$ cat config.mk
export PLATFORM = sky130hd
export DESIGN_NAME = fetch_ctrl
export DESIGN_NICKNAME = d
export VERILOG_FILES = /design/src/rtl/fetch_ctrl.sv
export SDC_FILE = /design/constraint.sdc
export NUM_CORES = 1
export LEC_CHECK = 0
export CORE_MARGIN = 2
export CORE_UTILIZATION = 30
export DETAILED_ROUTE_END_ITERATION = 12
export PLACE_DENSITY_LB_ADDON = 0.25
export RECOVER_POWER = 100
export SYNTH_ARGS = -nofsm -noshare
export SYNTH_HDL_FRONTEND = slang
export SYNTH_SLANG_ARGS = --single-unit
$ cat constraint.sdc
create_clock -name clk -period 1.52 [get_ports clk]
set_input_delay 0.152 -clock clk [delete_from_list [all_inputs] [get_ports clk]]
set_output_delay 0.152 -clock clk [all_outputs]
set_load 0.01 [all_outputs]
$ cat src/rtl/fetch_ctrl.sv
`default_nettype none
// ============================================================================
// Module   : fetch_ctrl
// Purpose  : Instruction-fetch sequencer for the single-cycle core. Owns the
//            fetch PC and drives the word address of a synchronous-read
//            instruction memory (1-cycle read latency, read every edge).
//            Delivers instructions to decode over a valid/ready handshake.
//            A 1-entry skid buffer preserves the word read during a decode
//            stall, and a redirect port serves branches and jumps.
//
// Ports    : clk            - clock, all state updates on rising edge
//            rst            - asynchronous, active-high reset
//            mem_addr       - word address to instruction memory
//            mem_rdata      - word at the address sampled on previous edge
//            redirect_valid - load a new PC this cycle (highest priority)
//            redirect_pc    - redirect target
//            inst_valid     - inst / inst_pc valid
//            inst_ready     - decode accepts when high with inst_valid
//            inst           - instruction
//            inst_pc        - word address of inst
//            halted         - fetch stopped on a halt instruction
//
// Options  : FETCH_HALT_EN - when defined, a transferred instruction with
//            opcode inst[31:26] == 6'b111111 stops fetch until redirect or
//            reset. When undefined that opcode is an ordinary instruction
//            and halted stays 0.
//
// Revision : 1.0 - initial release
// ============================================================================
module fetch_ctrl #(
    parameter int              AW       = 8,
    parameter int              DW       = 32,
    parameter logic [AW-1:0]   RESET_PC = '0
) (
    input  logic          clk,
    input  logic          rst,
    output logic [AW-1:0] mem_addr,
    input  logic [DW-1:0] mem_rdata,
    input  logic          redirect_valid,
    input  logic [AW-1:0] redirect_pc,
    output logic          inst_valid,
    input  logic          inst_ready,
    output logic [DW-1:0] inst,
    output logic [AW-1:0] inst_pc,
    output logic          halted
);

    typedef enum logic [0:0] {
        MODE_RUN  = 1'b0,
        MODE_HALT = 1'b1
    } mode_t;

`ifdef FETCH_HALT_EN
    localparam logic [5:0] c_HALT_OPCODE = 6'b111111;
`endif

    // ------------------------------------------------------------------
    // State
    // ------------------------------------------------------------------
    logic [AW-1:0] fetch_pc_q,  fetch_pc_d;
    logic          rd_vld_q,    rd_vld_d;
    logic [AW-1:0] rd_pc_q,     rd_pc_d;
    logic          skid_vld_q,  skid_vld_d;
    logic [DW-1:0] skid_data_q, skid_data_d;
    logic [AW-1:0] skid_pc_q,   skid_pc_d;
    mode_t         mode_q,      mode_d;

    // ------------------------------------------------------------------
    // Combinational datapath
    // ------------------------------------------------------------------
    logic [AW-1:0] w_mem_addr;
    logic          w_presented;
    logic          w_inst_valid;
    logic [DW-1:0] w_inst;
    logic [AW-1:0] w_inst_pc;
    logic          w_xfer;
    logic          w_halt_xfer;
    logic          w_issue;

    always_comb begin
        // A redirect steers the memory this very cycle so the target word
        // is available one edge later.
        w_mem_addr = redirect_valid ? redirect_pc : fetch_pc_q;

        w_presented  = skid_vld_q | rd_vld_q;
        w_inst_valid = w_presented & ~redirect_valid;

        // The skid entry is always older than anything in flight, so it
        // takes precedence. Outputs read as zero whenever nothing is valid.
        w_inst    = '0;
        w_inst_pc = '0;
        if (w_inst_valid) begin
            if (skid_vld_q) begin
                w_inst    = skid_data_q;
                w_inst_pc = skid_pc_q;
            end else begin
                w_inst    = mem_rdata;
                w_inst_pc = rd_pc_q;
            end
        end

        w_xfer = w_inst_valid & inst_ready;

`ifdef FETCH_HALT_EN
        w_halt_xfer = w_xfer & (w_inst[31:26] == c_HALT_OPCODE);
`else
        w_halt_xfer = 1'b0;
`endif

        // A new read may start whenever the presented slot will be free at
        // the next edge. A redirect always issues, even when halted or
        // stalled, because the presented entry is being discarded anyway.
        w_issue = redirect_valid
                | ((mode_q == MODE_RUN) & (~w_inst_valid | inst_ready) & ~w_halt_xfer);
    end

    // ------------------------------------------------------------------
    // Next-state logic
    // ------------------------------------------------------------------
    always_comb begin
        fetch_pc_d  = fetch_pc_q;
        rd_vld_d    = w_issue;
        rd_pc_d     = rd_pc_q;
        skid_vld_d  = skid_vld_q;
        skid_data_d = skid_data_q;
        skid_pc_d   = skid_pc_q;
        mode_d      = mode_q;

        if (w_issue) begin
            rd_pc_d    = w_mem_addr;
            // Natural wrap at 2^AW: the top word is followed by word 0.
            fetch_pc_d = w_mem_addr + AW'(1);
        end

        // Memory data is only valid for one cycle after its read edge, so a
        // stalled in-flight word must be parked in the skid entry. Since no
        // read is issued while stalled, the skid and the in-flight slot are
        // never occupied at the same time.
        if (redirect_valid) begin
            skid_vld_d = 1'b0;
        end else if (skid_vld_q & w_xfer) begin
            skid_vld_d = 1'b0;
        end else if (rd_vld_q & ~skid_vld_q & ~inst_ready) begin
            skid_vld_d  = 1'b1;
            skid_data_d = mem_rdata;
            skid_pc_d   = rd_pc_q;
        end

        if (redirect_valid) begin
            mode_d = MODE_RUN;
        end else if (w_halt_xfer) begin
            mode_d = MODE_HALT;
        end
    end

    // ------------------------------------------------------------------
    // Registers (async reset discards everything in flight immediately)
    // ------------------------------------------------------------------
    always_ff @(posedge clk or posedge rst) begin
        if (rst) begin
            fetch_pc_q  <= RESET_PC;
            rd_vld_q    <= 1'b0;
            rd_pc_q     <= '0;
            skid_vld_q  <= 1'b0;
            skid_data_q <= '0;
            skid_pc_q   <= '0;
            mode_q      <= MODE_RUN;
        end else begin
            fetch_pc_q  <= fetch_pc_d;
            rd_vld_q    <= rd_vld_d;
            rd_pc_q     <= rd_pc_d;
            skid_vld_q  <= skid_vld_d;
            skid_data_q <= skid_data_d;
            skid_pc_q   <= skid_pc_d;
            mode_q      <= mode_d;
        end
    end

    // ------------------------------------------------------------------
    // Outputs
    // ------------------------------------------------------------------
    assign mem_addr   = w_mem_addr;
    assign inst_valid = w_inst_valid;
    assign inst       = w_inst;
    assign inst_pc    = w_inst_pc;
    assign halted     = (mode_q == MODE_HALT);

endmodule
`default_nettype wire

# Word-level counts from Yosys, hierarchy flattened
# Cells that the tools add are included.
[classes] addsub=1 n_mux=8 reduce_logical=2 bitwise_logic=13
[ops] operator="2-to-1 mux 32 bit" count=2
[ops] operator="2-to-1 mux 8 bit" count=3
[ops] operator="adder 8 x 1 -> 8 bit, second input constant" count=1
[ops] operator="bitwise AND 1 bit" count=5
[ops] operator="NOT 1 bit" count=5
[ops] operator="2-to-1 mux 1 bit" count=3
[ops] operator="bitwise OR 1 bit" count=3
[ops] operator="AND reduction 3 bit" count=1
[ops] operator="nonzero test 3 bit" count=1
[word_totals] ff_bits=58 inputBits=44 word_cells=30

# Longest topological paths before layout
[logic_depth] word_depth=6 ltp_mapped=7 mapped_depth_nobuf=6

# Least setup slack after synthesis
# OpenSTA, ideal clock, no wires.
[synth_timing] kind="reg2reg" startpoint="reg skid_vld_q" endpoint="reg skid_data_q[12]" path_stages_with_launch=5 t_required_ns=1.395 slack_ns=-0.004 setup_time_ns=0.125 n_path_buf=2 t_arrival_ns=1.399 period_less_slack_ns=1.524 cell_sequence="dfrtp_1 clkbuf_1 nor4b_2 buf_2 mux2_2"
[synth_via] elab_chain_cells=6
[synth_lines] item="start: declaration" line_no="63" text="logic skid_vld_q, skid_vld_d;"
[synth_lines] item="start signal: assignment" line_no="172" text="skid_vld_q <= skid_vld_d;"
[synth_lines] item="bitwise OR 1 bit" line_no="85" text="w_presented = skid_vld_q | rd_vld_q;"
[synth_lines] item="bitwise AND 1 bit" line_no="86" text="w_inst_valid = w_presented & ~redirect_valid;"
[synth_lines] item="bitwise AND 1 bit" line_no="102" text="w_xfer = w_inst_valid & inst_ready;"
[synth_lines] item="bitwise AND 1 bit" line_no="141" text="end else if (skid_vld_q & w_xfer) begin"
[synth_lines] item="NOT 1 bit (no line)"
[synth_lines] item="AND reduction 3 bit (no line) (*)"
[synth_lines] item="end signal: assignment" line_no="173" text="skid_data_q <= skid_data_d;"
[synth_lines] item="end: declaration" line_no="64" text="logic [DW-1:0] skid_data_q, skid_data_d;"
# Mark *: on every way between the ends. The rest lies on a longest branch, timed or not.
# A chain may end at the register's enable or synchronous reset.

# Final worst setup path
[layout_timing] startpoint="reg skid_vld_q" endpoint="reg skid_data_q[22]"
# The elaborated chain is that of the path after synthesis.

==> flow_metrics.tcl <==
set metrics [dict create \
    status "finished, violations left" \
    violations "negative setup slack" \
    r2r-end "skid_data_q[22]$_DFFE_PP0P_" \
    hp-start "mem_rdata[23]" \
    post-route-period-util_pct 115 \
    io_buffers 92 \
    critPathMaxFanout 7 \
    grt_use_total_pct 16.2 \
    coreArea_um2 9680 \
    finalWorstSetupSlack_ns -0.222 \
    crit_family "buffers and inverters" \
    start_util_pct 30.6 \
    holdWs_ns 0.455 \
    ir_drop_uv 761 \
    synth_cell_type_count 30 \
    finalNetCount 462 \
    tightest_slew_ns 1.06 \
    cp-end-kind "register" \
    hold_path_end "skid_data_q[23]$_DFFE_PP0P_" \
    rsz0062_at_grt "yes" \
    dp_hpwl_um 5080 \
    power.leakage_nw 2.35 \
    final_util_pct 54.3 \
    clk_latency_ns 0.33 \
    r2r_setup_slack_ns -0.22 \
    clkPwrFrac_pct 26.1 \
    via_count 2520 \
    regArea_um2 1450 \
    avgSynthCellArea_um2 11.2 \
    slowest_stage "dfrtp_2" \
    cts_hold_buf 0 \
    finalWirelength_um 8710 \
    cts_buffers 9 \
    synthCells 264 \
    grt_max_degree 42 \
    h-tree-depth 3 \
    min_period_ns 1.74 \
    drv_cap 0 \
    p_per_area_nw_per_um2 1040 \
    ys_seq_elements 58 \
    cts_sinks 58 \
    gp_congestion 0.815 \
    arrival_ns 1.96 \
    cts_tree "yes" \
    diodes 0 \
    clockBufferDepth 2 \
    dpl_cell_area_um2 4320 \
    die_w_um 103 \
    critPathRequiredTime_ns 1.74 \
    netlist_area_um2 2970 \
    routed_via_density 4.54 \
    synth_nets 309 \
    cts_root_buf "clkbuf_8" \
    multiInputGateArea_um2 1770 \
    intPower_mw 3.85 \
    clkTransAtPathRegs_ns 0.07 \
    cpPeakStageDelay_ns 0.47 \
    drive_gt1_share_pct 51.2 \
    overflow 0 \
    p_total_mw 5.46 \
    rows 36 \
    r2r_start "skid_vld_q$_DFFE_PP0P_" \
    hold_depth 2 \
    power_frac_seq_pct 39.4 \
    slew_headroom_pct 29.2 \
    dieArea_um2 10700 \
    first_global_vias 2563 \
    skew_ns 0.00864 \
    io_pins 94 \
    wl_per_cell_um 15.7 \
    setup_viol 82 \
    drv_slew 0 \
    reg2regPathDepth 6 \
    postRouteAntennaNets 0 \
    combPwrFrac_pct 34.6 \
    critPathLaunchType "register" \
    antenna_found_initial 0 \
    swShare_pct 29.6 \
    final-hold-violation-count 0 \
    die_h_um 103 \
    crit_buf_inv 4 \
    area_growth_pct 77.3 \
    critPathKind "reg -> reg" \
    hold_class "in -> reg" \
    firstDrtPassIters 4 \
    final_area_um2 5260 \
    drt_iter0_drc 77 \
    drc 0 \
    ys_seq_area_share_pct 48.9 \
    grt_pass1_wl_um 13100 \
    synth_warnings 0 \
    switching_power_mw 1.61 \
    fmax_mhz 574 \
    fillers 861 \
    path_cells "buf_6 > nor4b_4 > buf_6 > buf_12 > buf_12 > mux2_2" \
]
-- Yosys cell counts --
cell type	count	area [um^2]
o21ai_0	1	5.00
inv_2	3	11.3
nor3_1	2	10.0
nor3_2	1	10.0
nor2_1	51	191
mux2i_1	46	460
and4_1	2	17.5
mux2_2	38	428
xnor2_1	3	26.3
nand2_1	7	26.3
nor4_1	2	12.5
o31a_1	1	8.76
ha_1	1	12.5
o21bai_2	1	11.3
clkbuf_1	5	18.8
o31ai_1	1	7.51
nand3_2	1	10.0
dfrtp_1	58	1450
mux2_1	3	33.8
buf_6	1	11.3
inv_1	7	26.3
buf_4	1	7.51
conb_1	1	3.75
nor4b_2	1	15.0
a21oi_1	10	50.1
buf_2	10	50.1
o21bai_1	1	7.51
o21a_1	3	22.5
mux2i_2	1	13.8
nor2_2	1	6.26
-- worst reg2reg max path: stages, from the launching register on --
cell	delay [ns]
dfrtp_2	0.47
buf_6	0.16
nor4b_4	0.25
buf_6	0.15
buf_12	0.12
buf_12	0.14
mux2_2	0.34
-- layout make-up --
cell class,count,share of cell area [%]
clock buffer,11,2.69
clock inverter,5,1.02
inverter,10,0.880
multi-input combinational,179,33.7
sequential,58,27.6
tap,133,3.16
timing repair buffer,158,30.7
timing repair inverter,1,0.167
-- flip-flops by register name (all words and copies together), names as in the netlist --
signal	count
rd_vld_q	1
skid_vld_q	1
rd_pc_q	8
skid_pc_q	8
fetch_pc_q	8
skid_data_q	32
-- worst max-delay path by stage --
stage / from / end / slack, ns / cells after the start
after global routing: skid_vld_q$_DFFE_PP0P_ / inst[22] / -0.28 / 6
after global placement: redirect_valid / inst[19] / -0.43 / 5
after CTS: skid_vld_q$_DFFE_PP0P_ / inst[26] / -0.25 / 5
after detailed placement: redirect_valid / skid_data_q[28]$_DFFE_PP0P_ / -0.44 / 5
after floorplan: skid_vld_q$_DFFE_PP0P_ / skid_data_q[12]$_DFFE_PP0P_ / -0.004 / 4
final: skid_vld_q$_DFFE_PP0P_ / skid_data_q[22]$_DFFE_PP0P_ / -0.22 / 6
-- power groups by stage --
stage / Sequential (mW) / Clock [mW] / Combinational, mW
2_1_floorplan: 2.05 / 0 / 0.788
3_3_place_gp: 2.10 / 0 / 1.47
3_5_place_dp: 2.12 / 0 / 1.48
4_1_cts: 2.10 / 1.47 / 1.66
5_1_grt: 2.20 / 1.55 / 2.04
6_report: 2.15 / 1.42 / 1.89
-- timing repair --
| action | in CTS | in global routing |
|---|---|---|
| endpoints found under the hold margin | 0 | 0 |
| pin swaps | 4 | 13 |
| setup endpoints to repair | 98 | 94 |
| cloned | 6 | 4 |
| setup buffers | 15 | 8 |
| resized for setup | 226 | 90 |
-- kinds of logic (layout without fill, tap and decap cells) --
group	count (synthesis)	count (layout)	share of synthesized area [%]
AO/OA/AOI/OAI	18	18	3.80
XOR/XNOR	3	3	0.886
adder cells (fa/ha/maj)	1	1	0.422
buffers and inverters	27	185	4.22
flip-flops	58	58	48.9
multiplexers	88	88	31.5
other	1	1	0.126
AND/OR/NAND/NOR	68	68	10.1
-- routing by layer --
| layer | share of wire, % | GRT usage [%] | wire, um |
|---|---|---|---|
| met5 | 0 | 0 | 0 |
| met4 | 0.36 | 3.95 | 31 |
| met3 | 4.9 | 4.10 | 425 |
| met2 | 46 | 25.6 | 4030 |
| met1 | 48 | 22.4 | 4220 |
-- placed cells by master, fill, tap and decap left out, types with 4 or more instances in the layout --
cell type	netlist	final
a21oi_1	10	4
a21oi_2	0	6
buf_12	0	12
buf_16	0	5
buf_2	10	35
buf_4	1	23
buf_6	1	22
clkbuf_8	0	10
clkdlybuf4s15_1	0	4
clkdlybuf4s50_1	0	41
dfrtp_1	58	57
dlygate4sd2_1	0	5
inv_1	7	4
inv_2	3	4
mux2_4	0	39
mux2i_1	46	34
mux2i_2	1	11
nand2_1	7	7
nor2_1	51	33
nor2_2	1	8
nor2_4	0	11
-- through the flow --
step / instances / TNS (ns) / setup slack, ns
6_report: 555 / -12.00 / -0.222
4_1_cts: 545 / -13.45 / -0.247
3_5_place_dp: 508 / -35.69 / -0.442
5_1_grt: 555 / -17.70 / -0.281
2_1_floorplan: 264 / -0.104 / -0.00374
3_3_place_gp: 508 / -34.82 / -0.429
No activity file was read; power rests on OpenSTA's default activity.
